==> config.mk <==
export PLATFORM = sky130hd
export DESIGN_NAME = pc_branch_unit
export DESIGN_NICKNAME = d
export VERILOG_FILES = /design/src/rtl/pc_branch_unit.sv
export SDC_FILE = /design/constraint.sdc
export NUM_CORES = 1
export LEC_CHECK = 0
export CORE_ASPECT_RATIO = 0.5
export CORE_MARGIN = 3
export CORE_UTILIZATION = 35
export CTS_CLUSTER_DIAMETER = 50
export DETAILED_ROUTE_END_ITERATION = 8
export PLACE_DENSITY = 0.68
export SLEW_MARGIN = 20
export SYNTH_ARGS = -nofsm -noshare
export SYNTH_HDL_FRONTEND = slang
export SYNTH_SLANG_ARGS = --single-unit
==> constraint.sdc <==
create_clock -name clk -period 2.28 [get_ports clk]
set_clock_uncertainty 0.15 [all_clocks]
set_input_delay 0.342 -clock clk [delete_from_list [all_inputs] [get_ports clk]]
set_output_delay 0.342 -clock clk [all_outputs]
set_load 0.02 [all_outputs]
==> src/rtl/pc_branch_unit.sv <==
// pc_branch_unit -- LC-3 program counter owner and control-flow resolver.
//
// Takes one instruction per issue handshake and steps it through a fixed
// IDLE -> EVAL -> UPDATE sequence, one cycle per state:
//   IDLE   : accept ir, latch it, fetch-increment pc.
//   EVAL   : the NZP evaluator sees cc_mask and returns ben; the branch target
//            and taken decision are captured.
//   UPDATE : pc is redirected if taken; pc_valid pulses for one cycle.
// All PC arithmetic is 16-bit and wraps.
//
// Ports:
//   clk, Reset (async, active low)
//   issue_valid / issue_ready : instruction handshake, ir is the word
//   base_data                 : base register for JMP/RET, sampled in EVAL
//   ben                       : branch enable from evaluator, sampled in EVAL
//   cc_mask                   : registered IR[11:9] to the evaluator
//   pc, pc_valid, br_taken    : program counter, resolve pulse, redirect flag
//   busy                      : high whenever not IDLE
//
// Optional feature (macro BR_STATS_EN): adds taken_count[15:0], a wrapping
// count of redirected PC updates (BR taken and JMP/RET).
module pc_branch_unit #(
  parameter logic [15:0] PC_RESET = 16'h3000,
  parameter int          OFFSET_W = 9
) (
  input  logic        clk,
  input  logic        Reset,
  input  logic        issue_valid,
  output logic        issue_ready,
  input  logic [15:0] ir,
  input  logic [15:0] base_data,
  input  logic        ben,
  output logic [2:0]  cc_mask,
  output logic [15:0] pc,
  output logic        pc_valid,
  output logic        br_taken,
`ifdef BR_STATS_EN
  output logic [15:0] taken_count,
`endif
  output logic        busy
);

  localparam int EXT_W = 16 - OFFSET_W;

  localparam logic [3:0] OP_BR  = 4'b0000;
  localparam logic [3:0] OP_JMP = 4'b1100;

  typedef enum logic [1:0] {
    IDLE   = 2'd0,
    EVAL   = 2'd1,
    UPDATE = 2'd2
  } state_t;

  state_t      state;
  logic [15:0] ir_q;
  logic [15:0] target;
  logic        taken;
  logic [15:0] br_off;

  // Sign-extended PC-relative offset of the latched instruction.
  assign br_off = {{EXT_W{ir_q[OFFSET_W-1]}}, ir_q[OFFSET_W-1:0]};

  assign issue_ready = (state == IDLE);
  assign busy        = (state != IDLE);

  always_ff @(posedge clk or negedge Reset) begin
    if (!Reset) begin
      state    <= IDLE;
      pc       <= PC_RESET;
      ir_q     <= 16'h0000;
      cc_mask  <= 3'b000;
      target   <= 16'h0000;
      taken    <= 1'b0;
      pc_valid <= 1'b0;
      br_taken <= 1'b0;
    end else begin
      pc_valid <= 1'b0;
      case (state)
        IDLE: begin
          if (issue_valid) begin
            ir_q    <= ir;
            cc_mask <= ir[11:9];
            pc      <= pc + 16'd1;
            state   <= EVAL;
          end
        end
        EVAL: begin
          // pc already holds the incremented value, so BR offsets are
          // relative to the instruction after the branch.
          case (ir_q[15:12])
            OP_BR: begin
              target <= pc + br_off;
              // An empty nzp mask can never be taken, whatever ben says.
              taken  <= ben && (ir_q[11:9] != 3'b000);
            end
            OP_JMP: begin
              target <= base_data;
              taken  <= 1'b1;
            end
            default: taken <= 1'b0;
          endcase
          state <= UPDATE;
        end
        UPDATE: begin
          if (taken) pc <= target;
          pc_valid <= 1'b1;
          br_taken <= taken;
          state    <= IDLE;
        end
        default: state <= IDLE;
      endcase
    end
  end

`ifdef BR_STATS_EN
  always_ff @(posedge clk or negedge Reset) begin
    if (!Reset)                       taken_count <= 16'h0000;
    else if (state == UPDATE && taken) taken_count <= taken_count + 16'd1;
  end
`endif

endmodule
==> Word level (Yosys, flattened, before mapping) <==
Cells that the tools add are included.
{ "classes": {"eq_ne": 5, "n_addsub": 2, "n_mux": 8, "reduce_logical": 10} }
{ "op_table": {"columns": ["operator", "n"], "rows": [
  ["$pmux 16 s2", 2],
  ["$mux 16", 2],
  ["$add 16x1->16 const B", 1],
  ["$add 16x16->16", 1],
  ["$reduce_bool 2->1", 3],
  ["$eq 4x4->1 const B", 1],
  ["$logic_not 4->1", 1],
  ["$ne 2x2->1 const B", 2],
  ["$pmux 2 s2", 1],
  ["$reduce_and 2->1", 2],
  ["$reduce_and 3->1", 1],
  ["$reduce_bool 3->1", 1],
  ["$eq 2x1->1 const B", 1],
  ["$eq 2x2->1 const B", 1],
  ["$logic_not 2->1", 1],
  ["$mux 2", 1],
  ["$pmux 1 s2", 1],
  ["$logic_and 1x1->1", 1],
  ["$mux 1", 1]
]} }
{ "totals": {"elab_cells": 33, "ff_bits": 56, "input_bits": 36, "output_inout_bits": 23} }

==> Longest topological paths before layout <==
{ "depth": {"ltp_word": 3, "mapped_depth": 8, "ltp_nobuf": 8} }

==> Worst setup path after synthesis <==
No wires, ideal clock.
{ "synth_path": {"kind": "reg2reg", "from": "register pc[0]", "to": "register target[10]", "path_buffers": 0, "setup_ns": 0.083, "stages_incl_launch_ff": 9, "t_arrival_ns": 1.955, "period_less_slack_ns": 2.188, "path_slack_ns": 0.092, "required_time_ns": 2.047, "path_cell_list": "dfrtp_1 -> ha_1 -> fa_1 -> a21oi_1 -> o211ai_1 -> a31oi_1 -> xnor2_1 -> mux2i_1 -> o21ai_0"} }
{ "synth_via": {"elab_chain_len": 2} }
{ "synth_rtl": {"columns": ["element", "line_no", "source"], "rows": [
  ["start, declared", "34", "output logic [15:0] pc,"],
  ["start signal, assigned", "83", "pc <= pc + 16'd1;"],
  ["start signal, assigned", "105", "if (taken) pc <= target;"],
  ["$add 16x16->16", "92", "target <= pc + br_off;"],
  ["$pmux 16 s2", "90", "case (ir_q[15:12])"],
  ["end signal, assigned", "92", null],
  ["end signal, assigned", "97", "target <= base_data;"],
  ["end, declared", "56", "logic [15:0] target;"]
]} }
Every way passes these cells.
A chain may end at the register's enable or synchronous reset.

==> Worst setup path after layout <==
{ "layout_path": {"from": "register state[0]", "to": "output issue_ready"} }
{ "layout_via": {"elab_chain_len": 1} }
{ "layout_rtl": {"columns": ["element", "line_no", "source"], "rows": [
  ["start, declared", "54", "state_t state;"],
  ["start signal, assigned", "68", "state <= IDLE;"],
  ["start signal, assigned", "84", "state <= EVAL;"],
  ["start signal, assigned", "102", "state <= UPDATE;"],
  ["$logic_not 2->1", "63", "assign issue_ready = (state == IDLE);"],
  ["end, declared", "29", "output logic issue_ready,"]
]} }
Every way passes these cells.

==> key figures <==
Yosys
  – Syn_nets: 397
  – Gate Count Post-Synth: 344
  – Post-synth EDFFs: 0
  – Syn Std Cell Area: 0.003241 sq mm
  – Mean Syn Cell Area: 9.420 sq um
  – Sequential share of the synthesized area: 41.00%
  – Seq cells post-synth: 53
  – Synth warnings: 0
  – Synth cell types: 58
  – FFs w/ async S/R, synth: 100.0%
  – Post-synth top flop: dfrtp_1

Route
  – Via Count: 2829
  – Drt pass-1 iters: 4
  – Initial drt markers: 184
  – DRT Wirelength: 8277 microns
  – Post-route DRC: 0
  – Average routed wire per standard cell: 15.53 microns
  – Post-DRT Antenna Nets: 0
  – Vias/cell: 5.308

Hold path
  – Hold Path End: target[1]
  – Hold Path Stages: 2
  – HP Class: register to register
  – Worst min-delay path startpoint: target[1]

Placement
  – Cells after DPL: 523
  – Routability-driven placement congestion ratio: 0.8646
  – PortBufs: 58
  – DP HPWL: 6332 microns

Setup path
  – Setup CP Type: register to primary output
  – Startpoint Class: register
  – Critical Path Slowest Stage Cell: clkdlybuf4s50_1
  – Worst R2R Start: pc[0]
  – Cells on worst reg2reg path: 9
  – Worst Path Max Fanout: 5
  – Worst path max stage delay: 0.60 ns
  – Terminus of the critical flop-to-flop path: target[4]
  – Worst EP arrival: 1.69 ns
  – Critical-path cell list: or2_2 -> inv_1 -> clkdlybuf4s50_1
  – Worst setup path startpoint: state[0]
  – Worst reg2reg setup slack: 0.12 ns
  – Worst EP required: 1.79 ns
  – Setup crit end kind: primary output

Finish
  – Fin util: 48.11%
  – Ant. Diodes: 0
  – # fillers: 812
  – Nets: 468
  – Layout area overhead: 31.51%
  – Share of layout cells above drive strength 1: 16.83%
  – Cell Count, Final, Fillers Out: 533

Floorplan
  – DIE AREA: 0.01052 sq mm
  – Row count: 24
  – Core ar.: 0.008859 sq mm
  – Die H: 74.04 microns
  – IO Count: 59
  – Starting Density: 36.58%
  – Die Width: 142.1 microns

CTS
  – Reg clk slew, reported paths: 0.08 ns
  – Max Buffers Root-to-Sink: 2
  – Sink Count: 53
  – TritonCTS buffer count: 5
  – CTS H-Tree Depth: 2
  – CTS root buffer: clkbuf_16
  – Clock latency on the worst-skew pair: 0.30 ns
  – CTS tree: done

STA
  – Worst slew pin tran: 0.6612 ns
  – Final Hold Viols: 0
  – FMAX: 457.6 MHz
  – Normalized max-slew margin: 55.92%
  – # setup viols final: 0
  – Final Critical Period: 2.186 ns
  – Slew Viols, Final: 0
  – RSZ-0062 raised after global routing: yes
  – Crit share post-route: 95.86%

Global routing
  – First-pass GRT wire length: 13500 microns
  – Vias in the first global route: 2717
  – Total gr overflow: 0
  – Largest net degree at the start of global routing: 28
  – Antenna violations before repair: 0
  – Gr usage total: 16.21%

Flow run
  – Max Cap Viol: 0

Outcome
  – Outcome: finished clean

Power and ir drop
  – Leakage: 0.001784 uW
  – PwrDens: 1427 mW/mm^2
  – Peak VDD IR: 0.4556 mV
final cells by class:
cell class                      count  area (sq um)  area share, %
Clock buffer                        5         125.1          2.936
Sequential cell                    53          1330          31.21
Tap cell                          117         146.4          3.435
Clock inverter                      3         47.55          1.116
Timing Repair Buffer               84         798.3          18.73
Multi-Input combinational cell    264          1788          41.96
Inverter                            7         26.28         0.6166
layout by cell type, fill, tap and decap left out, drive strengths merged, types with 2 or more instances in the layout:
| cell | count |
|---|---|
| clkdlybuf4s50 | 57 |
| dfrtp | 51 |
| nand2 | 46 |
| a21oi | 41 |
| buf | 26 |
| o21ai | 21 |
| nor2 | 20 |
| ha | 16 |
| mux2 | 16 |
| nand3 | 13 |
| xnor2 | 12 |
| o22ai | 10 |
| inv | 9 |
| mux2i | 6 |
| o221ai | 6 |
| and3 | 6 |
| nor3 | 6 |
| a2bb2oi | 5 |
| clkbuf | 5 |
| a21o | 4 |
| a31oi | 3 |
| xor2 | 3 |
| nand4 | 3 |
| o31ai | 3 |
| or2 | 3 |
| nand2b | 2 |
| o21a | 2 |
| o211a | 2 |
| o211ai | 2 |
| dfstp | 2 |
how the worst max path moves through the flow:
stage | endpoint | cells past startpoint
after floorplan | target[10] | 8
after global placement | target[14] | 7
after detailed placement | target[14] | 7
after CTS | target[14] | 7
after global routing | target[14] | 7
final | issue_ready | 3
critical path: cells and delay by family, from the launching register on:
family	cells	cell delay, ns
buffers and inverters	2	0.67
flip-flops	1	0.42
AND/OR/NAND/NOR	1	0.32
report_power, final:
part	internal, uW	switching (uW)
clock	527	368
sequential	1330	311
combinational	1680	1870
total	3540	2540
state kept, by name (all words and copies together) (netlist names):
register,count
br_taken,1
pc_valid,1
target,16
cc_mask,2
pc,16
taken,1
ir_q,14
state,2
routing by layer:
layer / global-route usage, % / routed length (microns) / share of wire, % / vias up
met3: 3.276 / 375 / 4.5 / 11
met5: 0 / 0 / 0 / -
met4: 4.043 / 106 / 1.3 / 0
met1: 22.20 / 3948 / 48 / 1364
li1: - / - / - / 1389
met2: 26.79 / 3847 / 46 / 65
cell usage after synthesis, types with 2 or more instances:
cell       number  area (sq um)
a21oi_1        38         190.2
xnor2_1        12         105.1
clkbuf_2        2         10.01
o21ai_1         2         10.01
clkbuf_1        8         30.03
nand2_1        45         168.9
or2_1           2         12.51
and3_1          5         31.28
mux2_1          3         33.78
mux2i_1         6         60.06
o22ai_1        10         62.56
a21o_1          3         22.52
mux2_2         13         146.4
dfrtp_1        51          1276
nor2_1         19         71.32
nand2b_1        2         12.51
buf_4           4         30.03
o31ai_2         2         25.02
buf_6           2         22.52
buf_2           4         20.02
nand4_1         3         18.77
o221ai_1        6         52.55
nor3_1          5         25.02
xor2_1          3         26.28
a31oi_1         3         18.77
a2bb2oi_1       5         43.79
o211ai_1        2         15.01
o21ai_0        19         95.09
dfstp_2         2         52.55
o211a_1         2         20.02
o21a_1          2         15.01
ha_1           16         200.2
inv_1           6         22.52
a21oi_2         3         26.28
nand3_1        11         55.05
metrics by stage:
step / setup slack (ns) / setup TNS [ns] / total power [uW] / cell area (sq um) / hold WS [ns]
after floorplan: 0.09212 / 0 / 3947 / 3241 / -0.1036
after global placement: 0.08103 / 0 / 5062 / 4055 / 0.2677
after detailed placement: 0.02862 / 0 / 5128 / 4055 / 0.2589
after CTS: 0.02025 / 0 / 6065 / 4238 / 0.3411
after global routing: -0.02779 / -0.04007 / 6577 / 4262 / 0.3772
final: 0.09448 / 0 / 6080 / 4262 / 0.3369
kinds of logic (layout without fill, tap and decap cells):
group                    count (synthesis)  after routing  synth area share (%)
AO/OA/AOI/OAI                          105            105                 20.81
AND/OR/NAND/NOR                        105            105                 15.64
flip-flops                              53             53                 41.00
buffers and inverters                   27             99                 4.286
multiplexers                            22             22                 7.413
adder cells (fa/ha/maj)                 17             17                 6.795
XOR/XNOR                                15             15                 4.054
timing repair:
action,4_1_cts,5_1_grt
setup buffers,0,1
setup endpoints to repair,0,5
gates resized for setup,0,6
endpoints found under the hold margin,24,0
hold buffers,1,0
Note: power is estimated with default switching activity, not from simulation.
